$ cat src/rtl/regfile_multiport_if.sv
// regfile_multiport_if
//   Bundles the datapath-facing signals of the multi-port register file.
//   master : decode/writeback side (drives addresses, write data, clear pulse)
//   slave  : the register file itself
// Signals:
//   WriteEn, Waddr[D], DataIn[W] : single write port
//   ClearReq                     : one-cycle pulse requesting a clear sweep
//   Raddr[NR*D]                  : packed read addresses, port 0 in the LSBs
//   DataOut[NR*W]                : packed read data, port 0 in the LSBs
//   Ready                        : file initialised and accepting writes
//   ClearIdx[D]                  : current sweep index (debug visibility)
interface regfile_multiport_if #(
   parameter int W  = 8,
   parameter int D  = 4,
   parameter int NR = 3
);
   logic            WriteEn;
   logic [D-1:0]    Waddr;
   logic [W-1:0]    DataIn;
   logic            ClearReq;
   logic [NR*D-1:0] Raddr;
   logic [NR*W-1:0] DataOut;
   logic            Ready;
   logic [D-1:0]    ClearIdx;

   modport master (
      output WriteEn, Waddr, DataIn, ClearReq, Raddr,
      input  DataOut, Ready, ClearIdx
   );

   modport slave (
      input  WriteEn, Waddr, DataIn, ClearReq, Raddr,
      output DataOut, Ready, ClearIdx
   );
endinterface

$ cat src/rtl/regfile_multiport.sv
// regfile_multiport
//   Parametrised register file: one write port, NR combinational read ports,
//   optional same-cycle write-to-read bypass and optional hardwired zero
//   entry. After reset, or on a ClearReq pulse, a sequential sweep zeroes
//   one entry per clock; Ready is high only once every entry has been cleared.
// Ports:
//   Clk    : clock, all state updates on the rising edge
//   ResetN : synchronous active-low reset (restarts the clear sweep)
//   bus    : regfile_multiport_if slave modport (write, read, clear, status)
// The interface instance must be built with the same W, D and NR.
module regfile_multiport #(
   parameter int W        = 8,
   parameter int D        = 4,
   parameter int NR       = 3,
   parameter int BYPASS   = 1,
   parameter int ZERO_REG = 0
) (
   input  logic                  Clk,
   input  logic                  ResetN,
   regfile_multiport_if.slave    bus
);
   localparam int DEPTH = 2 ** D;

   localparam logic [0:0] ST_CLEAR = 1'b0;
   localparam logic [0:0] ST_READY = 1'b1;

   logic [0:0]    state_reg;
   logic [D-1:0]  clear_idx_reg;
   logic [W-1:0]  mem_reg [DEPTH];
   logic          ready;
   logic          write_live;
   logic          write_ok;
   logic [NR*W-1:0] dout;

   assign ready = (state_reg == ST_READY);

   // A write is live only in READY and only when no clear is being requested
   // in the same cycle; the clear pulse wins.
   assign write_live = ready && bus.WriteEn && !bus.ClearReq;

   // Writes to entry 0 are discarded when it is hardwired to zero.
   assign write_ok = write_live && !((ZERO_REG != 0) && (bus.Waddr == '0));

   // Control: state and sweep counter.
   always_ff @(posedge Clk) begin
      if (!ResetN) begin
         state_reg     <= ST_CLEAR;
         clear_idx_reg <= '0;
      end else if (state_reg == ST_CLEAR) begin
         // The counter wraps to 0 naturally on the last entry.
         clear_idx_reg <= clear_idx_reg + 1'b1;
         if (&clear_idx_reg) begin
            state_reg <= ST_READY;
         end
      end else if (bus.ClearReq) begin
         state_reg     <= ST_CLEAR;
         clear_idx_reg <= '0;
      end
   end

   // Storage: no reset on the array itself; the sweep provides the zeroing.
   always_ff @(posedge Clk) begin
      if (ResetN) begin
         if (state_reg == ST_CLEAR) begin
            mem_reg[clear_idx_reg] <= '0;
         end else if (write_ok) begin
            mem_reg[bus.Waddr] <= bus.DataIn;
         end
      end
   end

   // Independent combinational read ports.
   generate
      for (genvar gi = 0; gi < NR; gi++) begin : g_rd
         logic [D-1:0] rd_addr;
         logic [W-1:0] rd_data;

         assign rd_addr = bus.Raddr[gi*D +: D];

         always_comb begin
            rd_data = '0;
            if (!ready) begin
               rd_data = '0;
            end else if ((ZERO_REG != 0) && (rd_addr == '0)) begin
               // Zero entry overrides bypass as well.
               rd_data = '0;
            end else if ((BYPASS != 0) && write_live && (rd_addr == bus.Waddr)) begin
               rd_data = bus.DataIn;
            end else begin
               rd_data = mem_reg[rd_addr];
            end
         end

         assign dout[gi*W +: W] = rd_data;
      end
   endgenerate

   assign bus.DataOut  = dout;
   assign bus.Ready    = ready;
   assign bus.ClearIdx = clear_idx_reg;
endmodule

$ cat src/flat_wrapper.sv
// flat-port wrapper written by rule: the top's interface ports become plain ports
module regfile_multiport_flat 
#(
   parameter int W        = 8,
   parameter int D        = 4,
   parameter int NR       = 3,
   parameter int BYPASS   = 1,
   parameter int ZERO_REG = 0
)
  (Clk, ResetN, bus_WriteEn, bus_Waddr, bus_DataIn, bus_ClearReq, bus_Raddr, bus_DataOut, bus_Ready, bus_ClearIdx);
  regfile_multiport_if #(.W(W), .D(D), .NR(NR)) bus_i ();
  input  logic Clk;
  input  logic ResetN;
  input wire logic [$bits(bus_i.WriteEn)-1:0] bus_WriteEn;
  input wire logic [$bits(bus_i.Waddr)-1:0] bus_Waddr;
  input wire logic [$bits(bus_i.DataIn)-1:0] bus_DataIn;
  input wire logic [$bits(bus_i.ClearReq)-1:0] bus_ClearReq;
  input wire logic [$bits(bus_i.Raddr)-1:0] bus_Raddr;
  output wire logic [$bits(bus_i.DataOut)-1:0] bus_DataOut;
  output wire logic [$bits(bus_i.Ready)-1:0] bus_Ready;
  output wire logic [$bits(bus_i.ClearIdx)-1:0] bus_ClearIdx;
  assign bus_i.WriteEn = bus_WriteEn;
  assign bus_i.Waddr = bus_Waddr;
  assign bus_i.DataIn = bus_DataIn;
  assign bus_i.ClearReq = bus_ClearReq;
  assign bus_i.Raddr = bus_Raddr;
  assign bus_DataOut = bus_i.DataOut;
  assign bus_Ready = bus_i.Ready;
  assign bus_ClearIdx = bus_i.ClearIdx;
  regfile_multiport #(.W(W), .D(D), .NR(NR), .BYPASS(BYPASS), .ZERO_REG(ZERO_REG)) u_core (.Clk(Clk), .ResetN(ResetN), .bus(bus_i));
endmodule
$ cat config.mk
export PLATFORM = sky130hd
export DESIGN_NAME = regfile_multiport_flat
export DESIGN_NICKNAME = d
export VERILOG_FILES = /design/src/rtl/regfile_multiport_if.sv /design/src/rtl/regfile_multiport.sv /design/src/flat_wrapper.sv
export SDC_FILE = /design/constraint.sdc
export NUM_CORES = 1
export LEC_CHECK = 0
export BUFFER_PORTS_ARGS = -buffer_cell sky130_fd_sc_hd__buf_2
export CAP_MARGIN = 20
export CORE_UTILIZATION = 35
export DETAILED_ROUTE_END_ITERATION = 10
export PLACE_DENSITY_LB_ADDON = 0.3
export RECOVER_POWER = 50
export SETUP_SLACK_MARGIN = 0.02
export SYNTH_ARGS = -nofsm -noshare
export SYNTH_HDL_FRONTEND = slang
export SYNTH_SLANG_ARGS = --single-unit
$ cat constraint.sdc
create_clock -name Clk -period 7.1 [get_ports Clk]
set_input_delay 1.42 -clock Clk [delete_from_list [all_inputs] [get_ports Clk]]
set_output_delay 1.42 -clock Clk [all_outputs]
set_load 0.01 [all_outputs]
# Yosys cells after proc, flatten, opt, wreduce, memory -nomap -nowiden
# Memory sizes are Yosys's and may differ from the RTL's.
# Cells that the tools add are included.
[totals] reg_bits=5 output_inout_bits=29 n_memories=1 mem_bits_rw=128 latchBits=0 rom_bits=0 elab_cells=37
[op_classes] magnitude_cmp=0 mux=21 eq_ne=4 n_div=0 addsub=1 mul=0 n_bitwise=0 n_reduce_logical=8 shift=0
[memory_table] name="u_core.mem_reg" depth=16 word_bits=8 read_ports=3 rd_clocked_by_memory_dff=0 write_ports=1 line="regfile_multiport.sv:29" rtl="logic [W-1:0] mem_reg [DEPTH];"
[ops] operator="$mux 8" n=7
[ops] operator="$eq 4x4->1" n=3
[ops] operator="$mux 4" n=3
[ops] operator="$mux 1" n=11
[ops] operator="$reduce_or 8->1" n=1
[ops] operator="$logic_and 1x1->1" n=5
[ops] operator="$add 4x1->4 const B" n=1
[ops] operator="$reduce_and 4->1" n=1
[ops] operator="$ne 2x2->1 const B" n=1
[ops] operator="$logic_not 1->1" n=1

# Depth between registers and ports, before layout
[logic_depth] word_depth=8 depth_mapped=6 mapped_depth_nobuf=4

# Worst setup path after synthesis
# OpenSTA, ideal clock, no wires.
[synth_path] path_kind="input to output" startpoint="in bus_Waddr[3]" endpoint="out bus_DataOut[16]" t_arrival_ps=2771 stages=5 n_path_buf=1 path_slack_ps=2909 required_ps=5680 cell_sequence="buf_2 -> xor2_1 -> nor4_2 -> o21bai_1 -> a311oi_1"
[synth_via] elab_chain_len=4
[synth_rtl] item="start, declared" line="flat_wrapper.sv:15" rtl="input wire logic [$bits(bus_i.Waddr)-1:0] bus_Waddr;"
[synth_rtl] item="$eq 4x4->1" line="regfile_multiport.sv:87" rtl="end else if ((BYPASS != 0) && write_live && (rd_addr == bus.Waddr)) begin"
[synth_rtl] item="$logic_and 1x1->1" line="regfile_multiport.sv:87"
[synth_rtl] item="$mux 8" line="regfile_multiport.sv:87"
[synth_rtl] item="$mux 8" line="regfile_multiport.sv:82" rtl="if (!ready) begin"
[synth_rtl] item="end, declared" line="flat_wrapper.sv:19" rtl="output wire logic [$bits(bus_i.DataOut)-1:0] bus_DataOut;"
# Every way passes these cells.

# Final worst setup path
[layout_path] startpoint="in bus_Raddr[8]" endpoint="out bus_DataOut[20]"
[layout_via] elab_chain_len=4
[layout_rtl] item="start, declared" line="flat_wrapper.sv:18" rtl="input wire logic [$bits(bus_i.Raddr)-1:0] bus_Raddr;"
[layout_rtl] item="parallel branches: the longest is 2 deep, another holds $mem_v2 16x8"
[layout_rtl] item="$mux 8 (*)" line="regfile_multiport.sv:87"
[layout_rtl] item="$mux 8 (*)" line="regfile_multiport.sv:82"
# Every way passes the cells marked *.

==> out/results.txt <==
Clock latency on the worst-skew pair, taken at its later pin, is 420 ps. The simple-gate share of the synthesized area came out at 6.27%. Entering global routing, the biggest net connects 34 pins. The clock passes through at most 2 buffers.

The number of nets handed over by synthesis was 523. In this run the worst path has a maximum fanout of 19. The core outline area is 21900 µm², and the number of warnings printed during yosys synthesis is 0. The vertical extent of the die is 151 µm.

The internal reg-to-reg setup slack came out at 3640 ps. Setup repair after global routing left no endpoint under its margin. For the summed negative setup slack over all endpoints, the log shows 0 ps.

After synthesis, the largest family of logic cells by area is multiplexers. Each instance of the synthesized netlist takes up on average 15.8 µm². For the leakage power of the design, the log shows 0.00321 µW.

The tools report the total congestion overflow as 0. TritonCTS built the clock tree. STA classifies the critical path startpoint as a primary input. The max-capacitance violation count was 0. Register bit count reported by yosys: 133. The tools report the diode insertion count for antenna repair as 0. Counting flops with a built-in enable in the synthesized netlist gives 128.

The run gives 24.0 mm as the total wirelength of the detailed-routed design. The dominant cell type by area after synthesis was sky130_fd_sc_hd__edfxtp_1. The number of rows in the core area was 54; the ratio of final minimum period to clock period was 73.0%.

Counting distinct cell types in the post-synthesis netlist gives 47. The tools report the weighted congestion reported at the end of routability-driven placement as 0.939. Prior to clock tree synthesis, the placed netlist has a worst setup slack of 1900 ps. Measured against the total synthesized area, the mux share comes to 29.2%.

After synthesis the cells add up to 7820 µm². The classification of the worst-slack hold path was reg2reg. The area share of the largest cell type after synthesis works out to 49.1%. At the end of the flow, the number of nets in the layout was 562.

The detail-routed net length per standard cell works out to 29.1 µm. The number of instances in the synthesized netlist was 494. For the required time of the worst setup path, the log shows 5680 ps. The worst hold margin is 609 ps, and the number of placed I/O pins is 57. Walking the worst path, the cells encountered are buf_2 > xor2_2 > nor4_2 > a32oi_1 > a311oi_1 > buf_2.

Buffers added to address setup during post-CTS repair amount to 0. Xor/xnor cell area share of the yosys netlist: 1.44%. For this configuration, the core starts out at a cell density of 35.7%. Growth of design area from synthesis to finish: 12.9%. Dividing the detail-routed via count by the number of cells gives 6.47. The clock buffer count from CTS was 17; the peak supply drop was 0.147 mV. The x dimension of the die was 151 µm.

The relative max-transition margin is 27.3%. The library cell used most frequently in the layout, excluding fill and tap cells, is sky130_fd_sc_hd__edfxtp_1. In this design, the stage delay of the slowest critical-path cell is 750 ps. For the number of remaining DRC errors, the log shows 0.

The actual transition at the worst max-transition pin was 1090 ps. The clock arrives with 6.69 ps of skew. The clock slew at the register clock pins of the worst setup and hold paths was 60 ps. For the post-route antenna net violation count, the log shows 0. Clock tree synthesis selected as its root buffer the cell sky130_fd_sc_hd__clkbuf_16. The clock drives 133 sinks.

Based on the critical path, the design can be clocked at up to 193 MHz. The deepest level of the CTS H-tree is 4, and the share of layout cells above drive strength 1 is 33.3%. After legalization and detailed placement, the total HPWL measured 16.8 mm. The cell type with the highest occurrence count on the critical path is sky130_fd_sc_hd__buf_2. After synthesis, flip-flops and latches occupy 50.4% of the total area. The top cell types in the final layout, fill and taps aside, are 128 x sky130_fd_sc_hd__edfxtp_1, 84 x sky130_fd_sc_hd__mux4_2, 49 x sky130_fd_sc_hd__buf_2, 32 x sky130_fd_sc_hd__a22oi_1, 28 x sky130_fd_sc_hd__nand2_1. The number of flip-flops in the largest register is 128, and the minimum clock period after layout is 5180 ps.

The power density of the placed cells is 211 nW/µm². The tools report the number of hold buffers added after cts as 0. The setup path with the least slack is of type in2out. The worst setup path is captured at an output pin.

The post-CTS resize count came out at 0. The most frequently used flop master after synthesis was sky130_fd_sc_hd__edfxtp_1. The vias after detailed routing was 5341.

The run gives 22900 µm² as the die footprint. The startpoint of the worst setup timing path is bus_Raddr[8]. The final count of hold timing violations is 0, and the overall track demand over capacity in global routing is 22.0%. In the post-synthesis netlist, the biggest area contributors are sky130_fd_sc_hd__edfxtp_1 49%, sky130_fd_sc_hd__mux4_2 24%, sky130_fd_sc_hd__a22oi_1 3.1%. The max-slew violation total from the final report was 0; the share of synthesized cell area in full adder, half adder and majority cells was 0.160%. Setup violations remaining at the end of the flow were counted as 0. The first global-routing pass estimated 35.1 mm of wire. The cell family contributing the most delay on the critical path was buffers and inverters.

The fraction of synthesis flops using an asynchronous set or reset pin came out at 0%. For the number of antenna violations at the first check in global routing, the log shows 0. Setup slack closes at 1920 ps. The worst hold path begins at u_core.bus.ClearIdx[2]. For the number of search-and-repair iterations in the first detailed-routing pass, the log shows 5. The flow ran to the end, and the final reports show no timing, DRC or antenna violations. Cell at the slowest stage of the critical path: sky130_fd_sc_hd__nor4_2. Summing the areas of all compound-gate instances in the mapped netlist gives 9.31% of the synthesized area. Count of input and output buffers: 56. The count of routing violations after the opening detailed-route iteration was 540; the count of buffer and inverter cells on the critical path was 2. The worst register-to-register path begins at u_core.bus.Ready. The number of global-route vias before repair is 5393. The tools report the arrival time of data at the critical path endpoint as 3760 ps.
-- synth_stat cells, types with 6 or more instances --
| cell | count |
|---|---|
| sky130_fd_sc_hd__a22o_1 | 16 |
| sky130_fd_sc_hd__a22oi_1 | 32 |
| sky130_fd_sc_hd__a311oi_1 | 7 |
| sky130_fd_sc_hd__a32oi_1 | 7 |
| sky130_fd_sc_hd__and2_1 | 11 |
| sky130_fd_sc_hd__buf_2 | 11 |
| sky130_fd_sc_hd__buf_6 | 6 |
| sky130_fd_sc_hd__clkbuf_1 | 16 |
| sky130_fd_sc_hd__edfxtp_1 | 128 |
| sky130_fd_sc_hd__mux2_2 | 8 |
| sky130_fd_sc_hd__mux2i_1 | 17 |
| sky130_fd_sc_hd__mux4_2 | 84 |
| sky130_fd_sc_hd__nand2_1 | 28 |
| sky130_fd_sc_hd__nor2_1 | 23 |
| sky130_fd_sc_hd__nor3_1 | 8 |
| sky130_fd_sc_hd__o21bai_1 | 7 |
| sky130_fd_sc_hd__o22ai_1 | 8 |
| sky130_fd_sc_hd__xnor2_1 | 8 |
-- per-stage QoR --
stage          util (%)  instances  power [µW]  instance area, µm²
2_1_floorplan         -        494         991                7820
5_1_grt            40.3        826        1920                8830
6_report           40.3        826        1860                8830
4_1_cts            40.3        824        1870                8820
3_5_place_dp       37.7        792        1040                8250
3_3_place_gp       37.7        792        1040                8250
-- cell type report --
cell class / instances / area [µm²]
sequential: 133 / 3940
tap: 280 / 350
inverter: 4 / 15.0
multi-input combinational: 315 / 3630
fill: 1990 / 13100
clock inverter: 10 / 70.1
clock buffer: 22 / 507
timing repair buffer: 62 / 317
-- metal layers --
metal	share of wire, %	track usage [%]	vias to the layer above
met5	0	0	-
met1	37	26.1	2789
met3	7.8	4.25	58
met2	51	37.9	307
met4	4.3	11.9	0
li1	-	-	2187
-- kinds of logic (layout without fill, tap and decap cells) --
logic type	after synthesis	count (layout)
buffers and inverters	46	98
XOR/XNOR	12	12
adder cells (fa/ha/maj)	1	1
multiplexers	114	114
AND/OR/NAND/NOR	94	94
flip-flops	133	133
AO/OA/AOI/OAI	94	94
-- final timing paths --
check	cells after the start	endpoint
max reg2reg	4	u_core.mem_reg[10][4]
max	6	bus_DataOut[20]
min	1	u_core.bus.ClearIdx[2]
min reg2reg	1	u_core.bus.ClearIdx[2]
-- report_power, final --
group | switching [µW] | leakage [µW] | internal [µW]
Clock | 329 | 0.000283 | 506
Sequential | 8.28 | 0.00145 | 858
Combinational | 97.2 | 0.00148 | 62.1
Power figures use the tool's default switching activity.
